## src/rtl/arp_rx.sv

```systemverilog
// ARP receive parser: walks the ARP payload byte by byte, checks the fixed
// header, captures sender/target fields and, on the final byte, either
// raises a reply trigger (request for our IP) or publishes a learned peer
// (reply for our IP).
//
// state  | meaning
// -------+---------------------------------------------------------------
// S_IDLE | between frames; next accepted byte is offset 0
// S_RECV | frame in progress, header so far matches
// S_DROP | header mismatch seen; discard until the last byte
module arp_rx #(
   parameter logic [31:0] P_SRC_IP = {8'd192, 8'd168, 8'd10, 8'd1}
) (
   input  logic        i_clk,
   input  logic        i_rst,
   input  logic [31:0] i_src_ip,
   input  logic        i_src_ip_valid,
   input  logic [7:0]  i_mac_data,
   input  logic        i_mac_valid,
   input  logic        i_mac_last,
   output logic        o_trig_reply,
   output logic [47:0] o_reply_mac,
   output logic [31:0] o_reply_ip,
   output logic        o_peer_valid,
   output logic [47:0] o_peer_mac,
   output logic [31:0] o_peer_ip
);

   typedef enum logic [1:0] {S_IDLE, S_RECV, S_DROP} state_t;

   state_t      r_state;
   logic [15:0] r_cnt;
   logic [31:0] r_local_ip;
   logic [15:0] r_op;
   logic [47:0] r_smac;
   logic [31:0] r_sip;
   logic [31:0] r_tip;

   logic        r_trig;
   logic [47:0] r_reply_mac;
   logic [31:0] r_reply_ip;
   logic        r_peer;
   logic [47:0] r_peer_mac;
   logic [31:0] r_peer_ip;

   logic        w_hdr_bad;
   logic [31:0] w_tip;
   logic        w_accept;

   // Fixed header bytes at offsets 0-5 must read 00 01 08 00 06 04.
   always_comb begin
      w_hdr_bad = 1'b0;
      case (r_cnt)
         16'd0:   w_hdr_bad = (i_mac_data != 8'h00);
         16'd1:   w_hdr_bad = (i_mac_data != 8'h01);
         16'd2:   w_hdr_bad = (i_mac_data != 8'h08);
         16'd3:   w_hdr_bad = (i_mac_data != 8'h00);
         16'd4:   w_hdr_bad = (i_mac_data != 8'h06);
         16'd5:   w_hdr_bad = (i_mac_data != 8'h04);
         default: w_hdr_bad = 1'b0;
      endcase
   end

   // When the last byte is offset 27 the target IP is still one byte short
   // in r_tip, so fold the incoming byte in for the comparison.
   assign w_tip    = (r_cnt == 16'd27) ? {r_tip[23:0], i_mac_data} : r_tip;
   assign w_accept = (r_cnt >= 16'd27) && (w_tip == r_local_ip);

   // Local IP register, reloadable at run time.
   always_ff @(posedge i_clk or posedge i_rst) begin
      if (i_rst)
         r_local_ip <= P_SRC_IP;
      else if (i_src_ip_valid)
         r_local_ip <= i_src_ip;
   end

   // Byte offset counter and MSB-first field capture.
   always_ff @(posedge i_clk or posedge i_rst) begin
      if (i_rst) begin
         r_cnt  <= '0;
         r_op   <= '0;
         r_smac <= '0;
         r_sip  <= '0;
         r_tip  <= '0;
      end else if (i_mac_valid) begin
         if (i_mac_last)
            r_cnt <= '0;
         else if (r_cnt != 16'hFFFF)
            r_cnt <= r_cnt + 16'd1;

         if (r_cnt == 16'd6 || r_cnt == 16'd7)
            r_op <= {r_op[7:0], i_mac_data};
         if (r_cnt >= 16'd8 && r_cnt <= 16'd13)
            r_smac <= {r_smac[39:0], i_mac_data};
         if (r_cnt >= 16'd14 && r_cnt <= 16'd17)
            r_sip <= {r_sip[23:0], i_mac_data};
         if (r_cnt >= 16'd24 && r_cnt <= 16'd27)
            r_tip <= {r_tip[23:0], i_mac_data};
      end
   end

   // Frame FSM with registered result outputs; pulses last one cycle.
   always_ff @(posedge i_clk or posedge i_rst) begin
      if (i_rst) begin
         r_state     <= S_IDLE;
         r_trig      <= 1'b0;
         r_reply_mac <= '0;
         r_reply_ip  <= '0;
         r_peer      <= 1'b0;
         r_peer_mac  <= '0;
         r_peer_ip   <= '0;
      end else begin
         r_trig <= 1'b0;
         r_peer <= 1'b0;
         case (r_state)
            S_IDLE, S_RECV: begin
               if (i_mac_valid) begin
                  if (i_mac_last) begin
                     // A header mismatch is only possible below offset 6,
                     // where w_accept is already false.
                     r_state <= S_IDLE;
                     if (w_accept && r_op == 16'h0001) begin
                        r_trig      <= 1'b1;
                        r_reply_mac <= r_smac;
                        r_reply_ip  <= r_sip;
                     end else if (w_accept && r_op == 16'h0002) begin
                        r_peer     <= 1'b1;
                        r_peer_mac <= r_smac;
                        r_peer_ip  <= r_sip;
                     end
                  end else if (w_hdr_bad) begin
                     r_state <= S_DROP;
                  end else begin
                     r_state <= S_RECV;
                  end
               end
            end
            S_DROP: begin
               if (i_mac_valid && i_mac_last)
                  r_state <= S_IDLE;
            end
            default: r_state <= S_IDLE;
         endcase
      end
   end

   assign o_trig_reply = r_trig;
   assign o_reply_mac  = r_reply_mac;
   assign o_reply_ip   = r_reply_ip;
   assign o_peer_valid = r_peer;
   assign o_peer_mac   = r_peer_mac;
   assign o_peer_ip    = r_peer_ip;

endmodule
```

## config.mk

```make
export PLATFORM = sky130hd
export DESIGN_NAME = arp_rx
export DESIGN_NICKNAME = d
export VERILOG_FILES = /design/src/rtl/arp_rx.sv
export SDC_FILE = /design/constraint.sdc
export NUM_CORES = 1
export LEC_CHECK = 0
export BUFFER_PORTS_ARGS = -buffer_cell sky130_fd_sc_hd__buf_4
export CORE_MARGIN = 3
export CORE_UTILIZATION = 45
export CTS_CLUSTER_SIZE = 20
export DETAILED_ROUTE_END_ITERATION = 16
export PLACE_DENSITY = 0.72
export REMOVE_ABC_BUFFERS = 1
export SYNTH_ARGS = -nofsm -noshare
export SYNTH_HDL_FRONTEND = slang
export SYNTH_SLANG_ARGS = --single-unit
```

## constraint.sdc

```tcl
create_clock -name i_clk -period 13.85 [get_ports i_clk]
set_input_delay 2.77 -clock i_clk [delete_from_list [all_inputs] [get_ports i_clk]]
set_output_delay 2.77 -clock i_clk [all_outputs]
set_load 0.01 [all_outputs]
```

# ---- Word-level counts from Yosys, hierarchy flattened
# Index checks and enable logic that the tools add are counted.
# W data, S select, Z words.
dict set report word_totals {
  mem_bits_rw 0
  output_inout_bits 162
  regBits 340
  mem_count 0
  latch_bits 0
  word_cells 82
  rom_bits 0
  input_bits 45
}
dict set report op_classes {
  eq_ne 20
  reduce_logical 22
  n_lt_le_gt_ge 7
  n_mul 0
  div 0
  shifts 0
  n_addsub 1
  mux 18
  bitwise 1
}
# cell count
set ops {}
lappend ops {{$eq A16 B3 Y1 const B} 4}
lappend ops {{$eq A16 B2 Y1 const B} 3}
lappend ops {{$eq A16 B1 Y1 const B} 2}
lappend ops {{$eq A32 B32 Y1} 1}
lappend ops {{$ge A16 B4 Y1 const B} 2}
lappend ops {{$ge A16 B5 Y1 const B} 2}
lappend ops {{$le A16 B5 Y1 const B} 2}
lappend ops {{$mux W16} 2}
lappend ops {{$mux W32} 1}
lappend ops {{$add A16 B1 Y16 const B} 1}
lappend ops {{$eq A16 B5 Y1 const B} 1}
lappend ops {{$le A16 B4 Y1 const B} 1}
lappend ops {{$logic_not A16 Y1} 1}
lappend ops {{$ne A16 B16 Y1 const B} 1}
lappend ops {{$ne A8 B3 Y1 const B} 2}
lappend ops {{$reduce_and A2 Y1} 6}
lappend ops {{$mux W1} 9}
lappend ops {{$mux W2} 4}
lappend ops {{$ne A8 B1 Y1 const B} 1}
lappend ops {{$ne A8 B4 Y1 const B} 1}
lappend ops {{$reduce_bool A8 Y1} 1}
lappend ops {{$logic_and A1 B1 Y1} 7}
lappend ops {{$pmux W1 S5} 1}
lappend ops {{$reduce_and A5 Y1} 1}
lappend ops {{other kinds (10)} 12}

# ---- Longest topological paths before layout
# Gate-level depths: netlist (run 1).
dict set report logic_depth {
  word_depth 10
  depth_mapped 11
}

# ---- Worst setup path after synthesis (run 1)
# No wires, ideal clock.
dict set report synth_path {
  kind {input to register}
  from {in i_mac_data[6]}
  to {reg r_reply_ip[10] (netlist: o_reply_ip[10])}
  n_path_buf 1
  required_time_ns 13.725
  arrival_time_ns 4.963
  cell_stages 7
  setup_ns 0.125
  setup_slack_ns 8.762
  cell_sequence {o22ai_1 -> or4_1 -> or4_4 -> a211oi_4 -> nand4_4 -> buf_6 -> mux2_4}
}
dict set report synth_between {
  elab_chain_len 5
}
# item line_no
set synth_lines {}
lappend synth_lines {{start: declaration} 18} ;# input logic [7:0] i_mac_data,
lappend synth_lines {{$mux W32} 66} ;# assign w_tip = (r_cnt == 16'd27) ? {r_tip[23:0], i_mac_data} : r_tip;
lappend synth_lines {{$eq A32 B32 Y1} 67} ;# assign w_accept = (r_cnt >= 16'd27) && (w_tip == r_local_ip);
lappend synth_lines {{$logic_and A1 B1 Y1} 67}
lappend synth_lines {{$logic_and A1 B1 Y1} 122} ;# if (w_accept && r_op == 16'h0001) begin
lappend synth_lines {{$reduce_and A4 Y1 (no line)} -}
lappend synth_lines {{end signal: assignment} 125} ;# r_reply_ip <= r_sip;
lappend synth_lines {{end: declaration} 41} ;# logic [31:0] r_reply_ip;
# Every way passes these cells.
# A chain may end at the register's enable or synchronous reset.

# ---- Worst setup path in the final report (run 1)
dict set report layout_path {
  from {in i_mac_data[6]}
  to {reg r_reply_ip[2] (netlist: o_reply_ip[2])}
}
# Same word-level chain as after synthesis.

==> results of run 1 <==
==> critical path: stages <==
cell and delay [ps]:
sky130_fd_sc_hd__buf_4 140, sky130_fd_sc_hd__o22ai_1 90, sky130_fd_sc_hd__or4_1 530, sky130_fd_sc_hd__or4_4 550, sky130_fd_sc_hd__a211oi_4 350, sky130_fd_sc_hd__nand4_4 410
sky130_fd_sc_hd__buf_4 590, sky130_fd_sc_hd__mux2_4 450
==> synth_stat cells, types with 2 or more instances <==
| cell type | number |
|---|---|
| sky130_fd_sc_hd__nor2_1 | 26 |
| sky130_fd_sc_hd__and3_1 | 5 |
| sky130_fd_sc_hd__dfstp_2 | 8 |
| sky130_fd_sc_hd__o2111ai_1 | 9 |
| sky130_fd_sc_hd__nand4_1 | 10 |
| sky130_fd_sc_hd__nand4_4 | 2 |
| sky130_fd_sc_hd__nand2_1 | 55 |
| sky130_fd_sc_hd__and4_1 | 3 |
| sky130_fd_sc_hd__dfrtp_1 | 332 |
| sky130_fd_sc_hd__o221ai_1 | 2 |
| sky130_fd_sc_hd__o22ai_1 | 14 |
| sky130_fd_sc_hd__nand3_1 | 11 |
| sky130_fd_sc_hd__buf_6 | 16 |
| sky130_fd_sc_hd__nand2b_1 | 15 |
| sky130_fd_sc_hd__and3b_1 | 4 |
| sky130_fd_sc_hd__a21oi_1 | 6 |
| sky130_fd_sc_hd__nor2b_1 | 5 |
| sky130_fd_sc_hd__ha_1 | 5 |
| sky130_fd_sc_hd__o21ai_0 | 44 |
| sky130_fd_sc_hd__a22o_1 | 6 |
| sky130_fd_sc_hd__or4_1 | 3 |
| sky130_fd_sc_hd__or3_1 | 4 |
| sky130_fd_sc_hd__xor2_1 | 17 |
| sky130_fd_sc_hd__nor4_1 | 8 |
| sky130_fd_sc_hd__mux2_4 | 75 |
| sky130_fd_sc_hd__mux2i_1 | 6 |
| sky130_fd_sc_hd__a221oi_1 | 3 |
| sky130_fd_sc_hd__mux2_2 | 209 |
| sky130_fd_sc_hd__nor4_2 | 4 |
| sky130_fd_sc_hd__buf_1 | 2 |
| sky130_fd_sc_hd__buf_2 | 4 |
| sky130_fd_sc_hd__inv_1 | 41 |
| sky130_fd_sc_hd__nor3_1 | 10 |
| sky130_fd_sc_hd__xnor2_1 | 14 |
| sky130_fd_sc_hd__o2bb2ai_1 | 2 |
| sky130_fd_sc_hd__clkbuf_1 | 23 |
| sky130_fd_sc_hd__o211ai_1 | 2 |
| sky130_fd_sc_hd__a31oi_1 | 3 |
==> placed cells by master, fill, tap and decap left out, types with 5 or more instances in the layout <==
master / count
sky130_fd_sc_hd__nand2_1: 55
sky130_fd_sc_hd__nor2b_1: 5
sky130_fd_sc_hd__a21oi_1: 6
sky130_fd_sc_hd__dfstp_2: 8
sky130_fd_sc_hd__nand4_1: 10
sky130_fd_sc_hd__o22ai_1: 14
sky130_fd_sc_hd__nor2_1: 26
sky130_fd_sc_hd__mux2_2: 209
sky130_fd_sc_hd__mux2_4: 75
sky130_fd_sc_hd__xnor2_1: 14
sky130_fd_sc_hd__ha_1: 5
sky130_fd_sc_hd__mux2i_1: 6
sky130_fd_sc_hd__nand2b_1: 15
sky130_fd_sc_hd__xor2_1: 17
sky130_fd_sc_hd__and3_1: 5
sky130_fd_sc_hd__a22o_1: 6
sky130_fd_sc_hd__inv_1: 40
sky130_fd_sc_hd__nand3_1: 11
sky130_fd_sc_hd__buf_4: 215
sky130_fd_sc_hd__nor3_1: 10
sky130_fd_sc_hd__clkbuf_8: 8
sky130_fd_sc_hd__o21ai_0: 44
sky130_fd_sc_hd__clkbuf_16: 38
sky130_fd_sc_hd__o2111ai_1: 9
sky130_fd_sc_hd__clkbuf_1: 9
sky130_fd_sc_hd__dfrtp_1: 332
sky130_fd_sc_hd__nor4_1: 8
==> cell families after synthesis <==
| family | share of synthesized area |
|---|---|
| muxes | 0.245 |
| DFF | 0.590 |
| AOI/OAI and AO/OA | 0.0477 |
| adders and majority gates | 0.00433 |
| buffers and inverters | 0.0310 |
| xor gates and xnor gates | 0.0188 |
| and+or+nand+nor | 0.0636 |
==> power groups by stage <==
stage / clock (mW) / combinational [mW] / sequential (mW)
after floorplan: 0 / 0.0888 / 1.07
after global placement: 0 / 0.124 / 1.08
after detailed placement: 0 / 0.127 / 1.08
after CTS: 0.998 / 0.128 / 1.06
after global routing: 1.04 / 0.142 / 1.07
final: 0.971 / 0.126 / 1.06
==> metrics by stage <==
step                 util  power [mW]  cells  hold WS (ps)
finish              0.562        2.16   1656           461
global route        0.562        2.25   1656           483
detailed placement  0.523        1.21   1592           474
global placement    0.523        1.20   1592           448
floorplan               -        1.16    981           439
CTS                 0.562        2.19   1656           466
==> final cells by class <==
class	count	area, um^2	share of cell area
Multi-Input combinational cell	600	5510	0.314
Clock buffer	55	1090	0.0625
Tap cell	396	495	0.0283
Sequential cell	340	8520	0.486
Clock inverter	9	119	0.00679
Timing Repair Buffer	215	1610	0.0922
Inverter	41	161	0.00922
==> state kept, by name (all words and copies together) (netlist names) <==
register,count
o_peer_ip,32
o_peer_mac,48
o_peer_valid,1
o_reply_ip,32
o_reply_mac,48
o_trig_reply,1
r_cnt,16
r_local_ip,32
r_op,16
r_sip,32
r_smac,48
r_state,2
r_tip,32
==> final timing paths <==
check                      cells past startpoint  slack [ps]             end
setup / recovery                               8        8250   o_reply_ip[2]
hold / removal                                 1         460      r_state[1]
setup reg to reg                               9        9240   o_reply_ip[2]
hold reg to reg                                1         460      r_state[1]
max in group asynchronous                      3        9910  r_local_ip[26]
min in group asynchronous                      2        2400      r_smac[31]
==> metal layers <==
| layer | GRT usage | up-vias | part of all wire |
|---|---|---|---|
| met3 | 0.0300 | 49 | 0.052 |
| met5 | 0 | - | 0 |
| li1 | - | 4079 | - |
| met4 | 0.0489 | 0 | 0.021 |
| met2 | 0.294 | 264 | 0.46 |
| met1 | 0.263 | 4455 | 0.47 |
==> impl_summary.md, run 1 <==
Global route
The remaining global-route overflow is 0. The initial antenna violation count is 0. The aggregate global-route resource usage is 0.184. The number of global-route vias before repair is 9130.

Entering global routing, the biggest net connects 126 pins. The global-route wire length before repair is 50600 um.

STA
Setup repair after global routing left no endpoint under its margin. The number of hold violations in the final report is 0. The summed negative setup slack over all endpoints is 0 ps. In the finished design, the share of the clock period the worst path needs comes to 0.404. Static timing analysis puts the maximum clock frequency at 179 MHz. The shortest period the worst path allows is 5600 ps. The worst setup skew after layout is 14.2 ps. The final worst-path setup slack is 8250 ps.

The slew at the pin closest to its max-slew limit is 1130 ps. The worst pin sits at a relative slew slack of 0.248. The total count of max-transition violations in the final report is 0.

The final setup violation count is 0.

Setup path
The kind of launch point of the worst setup path is an input port. The data arrival at the endpoint of the critical path is 5990 ps. Along the worst path, the maximum fanout reaches 65. The data required time at the worst endpoint is 14240 ps.

The startpoint identified for the worst register-to-register timing path is r_cnt[0]. STA classifies the critical path endpoint as a flop. The setup path with the least slack is of type in2reg. The critical path starts at i_mac_data[6].

Route
In this run the remaining antenna-violating nets after routing total 0. For this block, the routed nets add up to 31300 um of wire. In the routed design, unresolved DRC markers number 0. Dividing the detail-routed wire length by the instance count gives 18.9 um. Summing over every cut layer, the via total after detailed routing is 8847.

In the routed layout, each cell is associated on average with a via count of 5.34. The first detailed-routing pass ran for 5 iterations. The number of DRC markers after the initial detailed-route iteration is 492.

Yosys
Of the synthesized area, sequential elements account for 0.590. The mapped netlist covers 0.0144 mm^2. The number of synthesized flops with an enable pin is 0. The portion of synthesized cell area occupied by the leading cell type is 0.575.

The synthesized instance count is 1026. The number of different library cells used by synthesis comes to 56. The average instance in the mapped netlist occupies 14.1 um^2.

The flop and latch count out of synthesis is 340. Of all cell types, the one taking the most synthesized area is sky130_fd_sc_hd__dfrtp_1. For this run, asynchronously set or reset flops after synthesis account for 1.00.

Yosys attributes the largest share of cell area to sky130_fd_sc_hd__dfrtp_1, sky130_fd_sc_hd__mux2_2, sky130_fd_sc_hd__mux2_4. Yosys printed 0 warnings. The most used flip-flop cell after synthesis is sky130_fd_sc_hd__dfrtp_1.

Floorplanning
In this run the core area contains 64 standard-cell rows. The chip width is 185 um. The die extent in y is 185 um. The starting density of the core is 0.464. The area enclosed by the die boundary is 0.0343 mm^2.

The number of ports placed on the die boundary is 207. The placeable core region is 0.0311 mm^2.

Place
The pre-CTS worst setup slack is 7740 ps. The number of buffers added on ports is 206. The cell area reported after detailed placement is 0.0163 mm^2.

Detailed placement finished with a half-perimeter wire length of 21200 um. At the end of routability-driven placement, the weighted congestion stood at 0.932.

Power and ir drop
In this run the power spent charging and discharging nets is 489 uW. Of the total power, the clock network draws 0.450. Of the total power, registers draw 0.492.

For this design the ratio of total power to cell area is 123 mW/mm^2. The static leakage power is 9.14 nW. The proportion of total power due to net switching is 0.226. The cell internal power dissipation is 1.67 mW. The maximum ir drop on the vdd rail is 0.0000881 V. The share of total power dissipated in combinational logic is 0.058.

Clock tree
TritonCTS built the clock tree. The count of buffers added by post-CTS timing repair for setup is 0. The number of hold buffers added after CTS was 0. The number of clock sinks is 340. The number of gates resized after cts is 0. The clock-pin slew on the worst setup and hold paths is 60 ps.

The clock passes through at most 3 buffers. The clock latency on the worst-skew pair is 510 ps. The tree is rooted in a sky130_fd_sc_hd__clkbuf_16.

In this run the number of H-tree levels came out at 2. Buffers inserted during clock tree synthesis total 37.

Finish
0 antenna diodes ended up in the layout. The count of nets after finishing is 1285. The share of cells above drive strength 1 is 0.456. The final instance area is 0.0175 mm^2. Relative to the synthesized area, the layout overhead comes to 21.2%. The number of fill cells in the layout is 2538.

Min path
The path class of the lowest-slack min-delay path is reg2reg. In this run the most critical hold path is launched from r_state[0].

Outcome
The flow ran to the end, and the final reports show no timing, DRC or antenna violations.

Flow run
The tool flagged a number of max-cap violations equal to 0.
Note: power is estimated with default switching activity, not from simulation.
==> run 2: changes to the inputs <==
Clock period 13.85 ns to 5.3 ns, I/O delays scaled along.
==> impl_summary.md, run 2 (synthesis results as in run 1) <==
Setup path
The category of the critical setup timing path is reg2reg (was in2reg). The largest driver fanout on the critical path came to 28 (was 65). The startpoint of the worst-slack reg-to-reg timing path is r_cnt[0] (unchanged). The kind of launch point of the worst setup path is a flop (was input port). The start point of the critical path is r_cnt[0] (was i_mac_data[6]). The data required time at the worst endpoint is 5690 ps (was 14240 ps).

The critical path capture point type is a flop (unchanged). The data arrival at the endpoint of the critical path is 4430 ps (was 5990 ps). The worst reg2reg path endpoint is o_peer_mac[31] (was o_reply_ip[2]). The depth of the most critical reg-to-reg path was 9 (unchanged).

The worst reg-to-reg setup slack is 1260 ps (was 9240 ps).

STA
The total count of max-transition violations in the final report is 0 (unchanged). The top achievable clock speed is 247 MHz. The worst max-slew margin expressed relative to the limit was 0.383 (was 0.248). The number of hold violations in the final report is 0 (unchanged). The worst setup skew after layout is 16.8 ps (was 14.2 ps). The slew at the pin closest to its max-slew limit is 926 ps (was 1130 ps). The final worst-path setup slack is 1260 ps (was 8250 ps). Setup repair after global routing missed its margin: false (unchanged). In the finished design, the share of the clock period the worst path needs comes to 0.763. The final setup violation count was 0 (unchanged).

The shortest period the worst path allows is 4040 ps. The summed negative setup slack over all endpoints is 0 ps (unchanged).

Floorplanning
The cell row count was 64 (unchanged). The chip width was 185 um (unchanged). The area enclosed by the die boundary came to 0.0343 mm^2 (unchanged). The placeable core region is 0.0311 mm^2 (unchanged). The starting density of the core is 0.464 (unchanged). The number of ports placed on the die boundary was 207 (unchanged). The die extent in y is 185 um (unchanged).

Power and ir drop
The proportion of total power due to net switching is 0.230 (was 0.226). The clock network fraction of design power came to 0.441 (was 0.450). The static leakage power was 9.16 nW (was 9.14 nW). The share of total power in combinational logic is 0.061 (was 0.058). The share of total power in sequential cells was 0.498 (was 0.492). The reported net switching power is 1.28 mW (was 489 uW). The maximum ir drop on the vdd rail came to 0.000232 V (was 0.0000881 V). The total power was 5.56 mW (was 2.16 mW). The cell internal power dissipation is 4.28 mW (was 1.67 mW). The power density over the cells came to 317 mW/mm^2 (was 123 mW/mm^2).

Route
The via count is 8908 (was 8847). The number of DRC markers after the initial detailed-route iteration is 464 (was 492). The remaining antenna violation count after routing is 0 (unchanged). The post-route DRC violation count was 0 (unchanged). The average via count per standard cell is 5.37 (was 5.34). The average wire length per cell after detail routing came to 19.1 um (was 18.9 um). The number of iterations in the first detailed-routing pass is 5 (unchanged).

The detailed-route wire length came to 31700 um (was 31300 um).

Global route
The global-route wire length before repair is 50700 um (was 50600 um). The number of global-route vias before repair is 8973 (was 9130). The busiest layer in global routing is met2 (unchanged). The remaining global-route overflow is 0 (unchanged). The aggregate global-route resource usage is 0.185 (was 0.184).

The met3 track demand over resource is 0.0273 (was 0.0300). The global-route met1 utilization was 0.275 (was 0.263). The initial antenna violation count is 0 (unchanged).

The met2 demand-to-capacity share in global routing came to 0.286 (was 0.294). The pin count of the biggest net entering global routing was 136 (was 126).

Clock tree
The number of gates resized after cts is 0 (unchanged). The number of clock sinks is 340 (unchanged). The TritonCTS clock tree was built (unchanged). The number of buffers created by CTS was 36 (was 37). The maximum level of the CTS H-tree came to 2 (unchanged). The clock-pin slew on the worst setup and hold paths is 70 ps (was 60 ps). The count of buffers added by post-CTS timing repair for setup is 0 (unchanged). The clock tree buffer depth is 3 (unchanged). The number of buffers inserted by hold repair at cts is 0 (unchanged). The clock latency on the worst-skew pair is 510 ps (about the same). The cell chosen for the clock root was sky130_fd_sc_hd__clkbuf_16 (unchanged).

Finish
The share of the core filled with cells in the final layout is 0.563 (was 0.562). The most common library cell in the layout ignoring fill and taps is sky130_fd_sc_hd__dfrtp_1 (unchanged). The share of cells above drive strength 1 was 0.459 (was 0.456).

The area growth from synthesis to layout is 21.3% (was 21.2%). The count of nets after finishing came to 1288 (was 1285). Most used cells in the layout excluding fill and tap cells: sky130_fd_sc_hd__dfrtp_1, sky130_fd_sc_hd__buf_4, sky130_fd_sc_hd__mux2_2 (unchanged).

The final cell count without fillers is 1659 (was 1656). The number of antenna cells inserted was 0 (unchanged). The number of fill cells in the layout is 2521 (was 2538).

Place
The number of buffers added on ports was 206 (unchanged). The instance count after placement with tap cells included is 1596 (was 1592). The pre-CTS worst setup slack is 1230 ps (was 7740 ps). The global placer's final weighted congestion was 0.878 (was 0.932).

The half-perimeter wire length of the detailed placement result is 22100 um (was 21200 um).

Min path
The worst hold endpoint is r_state[1] (unchanged). The cell depth of the worst min-delay path is 1 (unchanged). The path class of the lowest-slack min-delay path is reg2reg (unchanged). The hold path startpoint is r_state[0] (unchanged).

Outcome
Result of the run: completed (unchanged).

Flow run
The max-cap violation count came to 0 (unchanged).
run 2: changes by cell type in the layout (fill, tap and decap cells not counted):
cell,before,now
sky130_fd_sc_hd__clkbuf_1,9,7
sky130_fd_sc_hd__clkinv_8,1,0
sky130_fd_sc_hd__buf_4,215,216
sky130_fd_sc_hd__clkinv_4,0,1
sky130_fd_sc_hd__inv_8,2,1
sky130_fd_sc_hd__inv_16,0,1
sky130_fd_sc_hd__buf_12,0,3
sky130_fd_sc_hd__clkinv_2,3,6
sky130_fd_sc_hd__clkbuf_16,38,37
sky130_fd_sc_hd__bufinv_16,2,1
run 2: worst max-delay path by stage:
stage | endpoint | slack (ps) | cells after the start
2_1_floorplan | o_peer_ip[0] | -5170 | 1
3_3_place_gp | o_peer_mac[39] | 1280 | 8
3_5_place_dp | o_peer_mac[31] | 1230 | 9
4_1_cts | o_peer_mac[44] | 1250 | 9
5_1_grt | o_peer_mac[31] | 970 | 9
6_report | o_peer_mac[31] | 1260 | 9
run 2: critical path, stage by stage, from the launching register on:
cell and delay [ps]:
sky130_fd_sc_hd__dfrtp_1 400, sky130_fd_sc_hd__ha_1 380, sky130_fd_sc_hd__and3b_1 250, sky130_fd_sc_hd__nand4_1 480, sky130_fd_sc_hd__nor4_1 460, sky130_fd_sc_hd__a31oi_1 90, sky130_fd_sc_hd__nor4_2 570, sky130_fd_sc_hd__nand4_4 480
sky130_fd_sc_hd__buf_4 440, sky130_fd_sc_hd__mux2_4 350
run 2: layout make-up:
class / instances / area (um^2) / area share
Tap cell: 396 / 495 / 0.0283
Multi-Input combinational cell: 600 / 5510 / 0.314
Sequential cell: 340 / 8520 / 0.486
Inverter: 41 / 161 / 0.00921
Clock inverter: 11 / 105 / 0.00600
Timing Repair Buffer: 219 / 1680 / 0.0959
Clock buffer: 52 / 1060 / 0.0606
run 2: stage by stage:
step | hold slack (ps) | instance area [um^2]
5_1_grt | 500 | 17500
3_5_place_dp | 465 | 16400
6_report | 481 | 17500
3_3_place_gp | 455 | 16400
4_1_cts | 477 | 17500
2_1_floorplan | 439 | 14200
run 2: per-layer routing:
layer	wire length, um	vias up
met5	0	-
met4	620	0
met3	1650	48
met2	14400	280
met1	14900	4480
li1	-	4100
run 2: power by group through the flow:
stage / clock network [mW] / registers (mW) / logic (mW)
2_1_floorplan: 0 / 2.79 / 0.232
3_3_place_gp: 0 / 2.82 / 0.334
3_5_place_dp: 0 / 2.82 / 0.341
4_1_cts: 2.53 / 2.77 / 0.344
5_1_grt: 2.63 / 2.78 / 0.383
6_report: 2.45 / 2.77 / 0.338
==> run 3: changes to the inputs <==
Clock period 5.3 ns to 3.9 ns, I/O delays scaled along.
==> impl_summary.md, run 3 (synthesis results as in run 1) <==
Clock tree
The cell chosen for the clock root is sky130_fd_sc_hd__clkbuf_16 (unchanged). The count of buffers added by post-CTS timing repair for setup is 0 (unchanged). The TritonCTS clock tree is built (unchanged).

The clock latency on the worst-skew pair is 530 ps (was 510 ps). The number of gates resized after cts came to 0 (unchanged). The maximum level of the CTS H-tree is 2 (unchanged). The number of buffers created by CTS is 37 (was 36). The clock tree buffer depth came to 3 (unchanged). The number of buffers inserted by hold repair at cts was 0 (unchanged). The number of clock sinks is 340 (unchanged). The clock-pin slew on the worst setup and hold paths is 60 ps (was 70 ps).

Floorplanning
The chip width came to 185 um (unchanged). The starting density of the core was 0.464 (unchanged). The number of ports placed on the die boundary is 207 (unchanged). The area enclosed by the die boundary was 0.0343 mm^2 (unchanged). The cell row count is 64 (unchanged).

The placeable core region is 0.0311 mm^2 (unchanged). The die extent in y is 185 um (unchanged).

Place
The number of buffers added on ports is 206 (unchanged). The instance count after placement with tap cells included is 1600 (was 1596). The half-perimeter wire length of the detailed placement result is 21800 um (was 22100 um). The global placer's final weighted congestion is 0.904 (was 0.878).

Global route
The global-route wire length before repair is 51100 um (was 50700 um). The initial antenna violation count is 0 (unchanged). The aggregate global-route resource usage is 0.187 (was 0.185). The pin count of the biggest net entering global routing is 112 (was 136). The number of global-route vias before repair came to 9066 (was 8973). The remaining global-route overflow is 0 (unchanged).

Setup path
The depth of the most critical reg-to-reg path is 8 (was 9). The startpoint of the worst-slack reg-to-reg timing path was r_cnt[12] (was r_cnt[0]). Cell-by-cell listing of the critical path: nor4_2, nand4_1, buf_4, or4_4, a211oi_4, nand4_4, buf_12, mux2_4 (was ha_1, and3b_1, nand4_1, nor4_1, a31oi_1, nor4_2, nand4_4, buf_4, mux2_4). The category of the critical setup timing path is reg2reg (unchanged). The critical path capture point type is a flop (unchanged). The largest driver fanout on the critical path is 80 (was 28). The critical path's largest stage delay is 570 ps (about the same). The data required time at the worst endpoint was 4300 ps (was 5690 ps). The count of buffering cells on the critical path with inverters included is 2 (was 1). The data arrival at the endpoint of the critical path is 3640 ps (was 4430 ps). The worst reg-to-reg setup slack came to 660 ps (was 1260 ps). The worst reg2reg path endpoint was o_reply_ip[23] (was o_peer_mac[31]). The kind of launch point of the worst setup path is a flop (unchanged). The cell with the largest stage delay on the worst path is sky130_fd_sc_hd__or4_4 (was sky130_fd_sc_hd__nor4_2). The category of cells accounting for the largest share of critical-path delay is simple AND/OR/NAND/NOR gates (unchanged).

STA
The worst max-slew margin expressed relative to the limit is 0.462 (was 0.383). The smallest hold slack is 403 ps (was 481 ps). The final setup violation count came to 0 (unchanged). The share of the cycle needed by the critical path after routing came to 0.830 (was 0.763). The worst setup skew after layout is 26.0 ps (was 16.8 ps).

The summed negative setup slack over all endpoints is 0 ps (unchanged). The shortest period the worst path allows is 3240 ps (was 4040 ps). The total count of max-transition violations in the final report is 0 (unchanged). The slew at the pin closest to its max-slew limit is 807 ps (was 926 ps). The number of hold violations in the final report is 0 (unchanged). The top achievable clock speed is 309 MHz (was 247 MHz). Setup repair after global routing missed its margin: false (unchanged).

Outcome
Result of the run: completed (unchanged).

Power and ir drop
The power density over the cells is 440 mW/mm^2 (was 317 mW/mm^2). The maximum ir drop on the vdd rail is 0.000358 V (was 0.000232 V). The proportion of total power due to net switching came to 0.226 (was 0.230). The cell internal power dissipation is 6.03 mW (was 4.28 mW). The static leakage power is 9.24 nW (was 9.16 nW). The reported net switching power is 1.76 mW (was 1.28 mW). The clock network fraction of design power is 0.456 (was 0.441). The share of total power in combinational logic is 0.059 (was 0.061). The share of total power in sequential cells is 0.484 (was 0.498).

Flow run
The max-cap violation count is 0 (unchanged).

Route
The detailed-route wire length is 32000 um (was 31700 um). The average wire length per cell after detail routing is 19.2 um (was 19.1 um). The via count is 8907 (was 8908). The number of iterations in the first detailed-routing pass is 5 (unchanged). The remaining antenna violation count after routing came to 0 (unchanged). The post-route DRC violation count was 0 (unchanged). The average via count per standard cell is 5.35 (was 5.37). The number of DRC markers after the initial detailed-route iteration is 463 (was 464).

Finish
The number of fill cells in the layout is 2553 (was 2521). The most common library cell in the layout ignoring fill and taps is sky130_fd_sc_hd__dfrtp_1 (unchanged). The share of cells above drive strength 1 is 0.461 (was 0.459). The number of antenna cells inserted was 0 (unchanged). The count of nets after finishing is 1293 (was 1288). The area growth from synthesis to layout is 22.5% (was 21.3%). The final cell count without fillers is 1665 (was 1659). Most used cells in the layout excluding fill and tap cells: sky130_fd_sc_hd__dfrtp_1, sky130_fd_sc_hd__buf_4, sky130_fd_sc_hd__mux2_2 (unchanged).

Min path
The path class of the lowest-slack min-delay path is in2async (was reg2reg).
==> run 3: changes by cell type in the layout (fill, tap and decap cells not counted), sizes merged <==
cell / delta
inv: -1
buf: +4
clkinvlp: -1
bufinv: +3
clkinv: +1
==> run 3: worst max-delay path by stage <==
stage	startpoint	endpoint	slack, ps	cells after the start
floorplan	i_rst	o_peer_ip[0]	-6290	1
global placement	i_mac_data[6]	o_reply_ip[10]	520	8
detailed placement	i_mac_data[6]	o_reply_ip[19]	470	8
CTS	r_cnt[12]	o_reply_ip[10]	730	8
global route	r_cnt[12]	o_reply_ip[26]	520	8
finish	r_cnt[12]	o_reply_ip[23]	660	8
==> run 3: routing by layer <==
metal	vias up	wire length [um]	global-route usage
met5	-	0	0
met4	0	641	0.0495
met3	51	1600	0.0271
met2	239	14800	0.297
met1	4520	15000	0.272
li1	4097	-	-
==> run 3: layout make-up <==
type	instances	area [um^2]	share of cell area
Clock buffer	52	1060	0.0601
Clock inverter	13	194	0.0110
Inverter	41	161	0.00912
Multi-Input combinational cell	600	5510	0.311
Sequential cell	340	8520	0.481
Tap cell	396	495	0.0280
Timing Repair Buffer	223	1760	0.0995
==> run 3: worst register-to-register path, cell delays in order (launching register included) <==
cell and delay (ps):
sky130_fd_sc_hd__dfrtp_1 430, sky130_fd_sc_hd__nor4_2 460, sky130_fd_sc_hd__nand4_1 150, sky130_fd_sc_hd__buf_4 230, sky130_fd_sc_hd__or4_4 580, sky130_fd_sc_hd__a211oi_4 360
sky130_fd_sc_hd__nand4_4 140, sky130_fd_sc_hd__buf_12 260, sky130_fd_sc_hd__mux2_4 520
==> run 3: power groups by stage <==
stage	logic (mW)	clock network [mW]	registers, mW
global route	0.520	3.80	3.79
floorplan	0.315	0	3.79
finish	0.463	3.55	3.77
detailed placement	0.468	0	3.83
global placement	0.455	0	3.83
CTS	0.470	3.66	3.77
==> run 3: stage by stage <==
step | total power, mW | util | worst slack [ps] | area [um^2]
after floorplan | 4.10 | - | -6290 | 14200
after global placement | 4.28 | 0.528 | 518 | 16400
after detailed placement | 4.30 | 0.528 | 471 | 16400
after CTS | 7.89 | 0.568 | 733 | 17700
after global routing | 8.11 | 0.568 | 515 | 17700
final | 7.79 | 0.568 | 662 | 17700
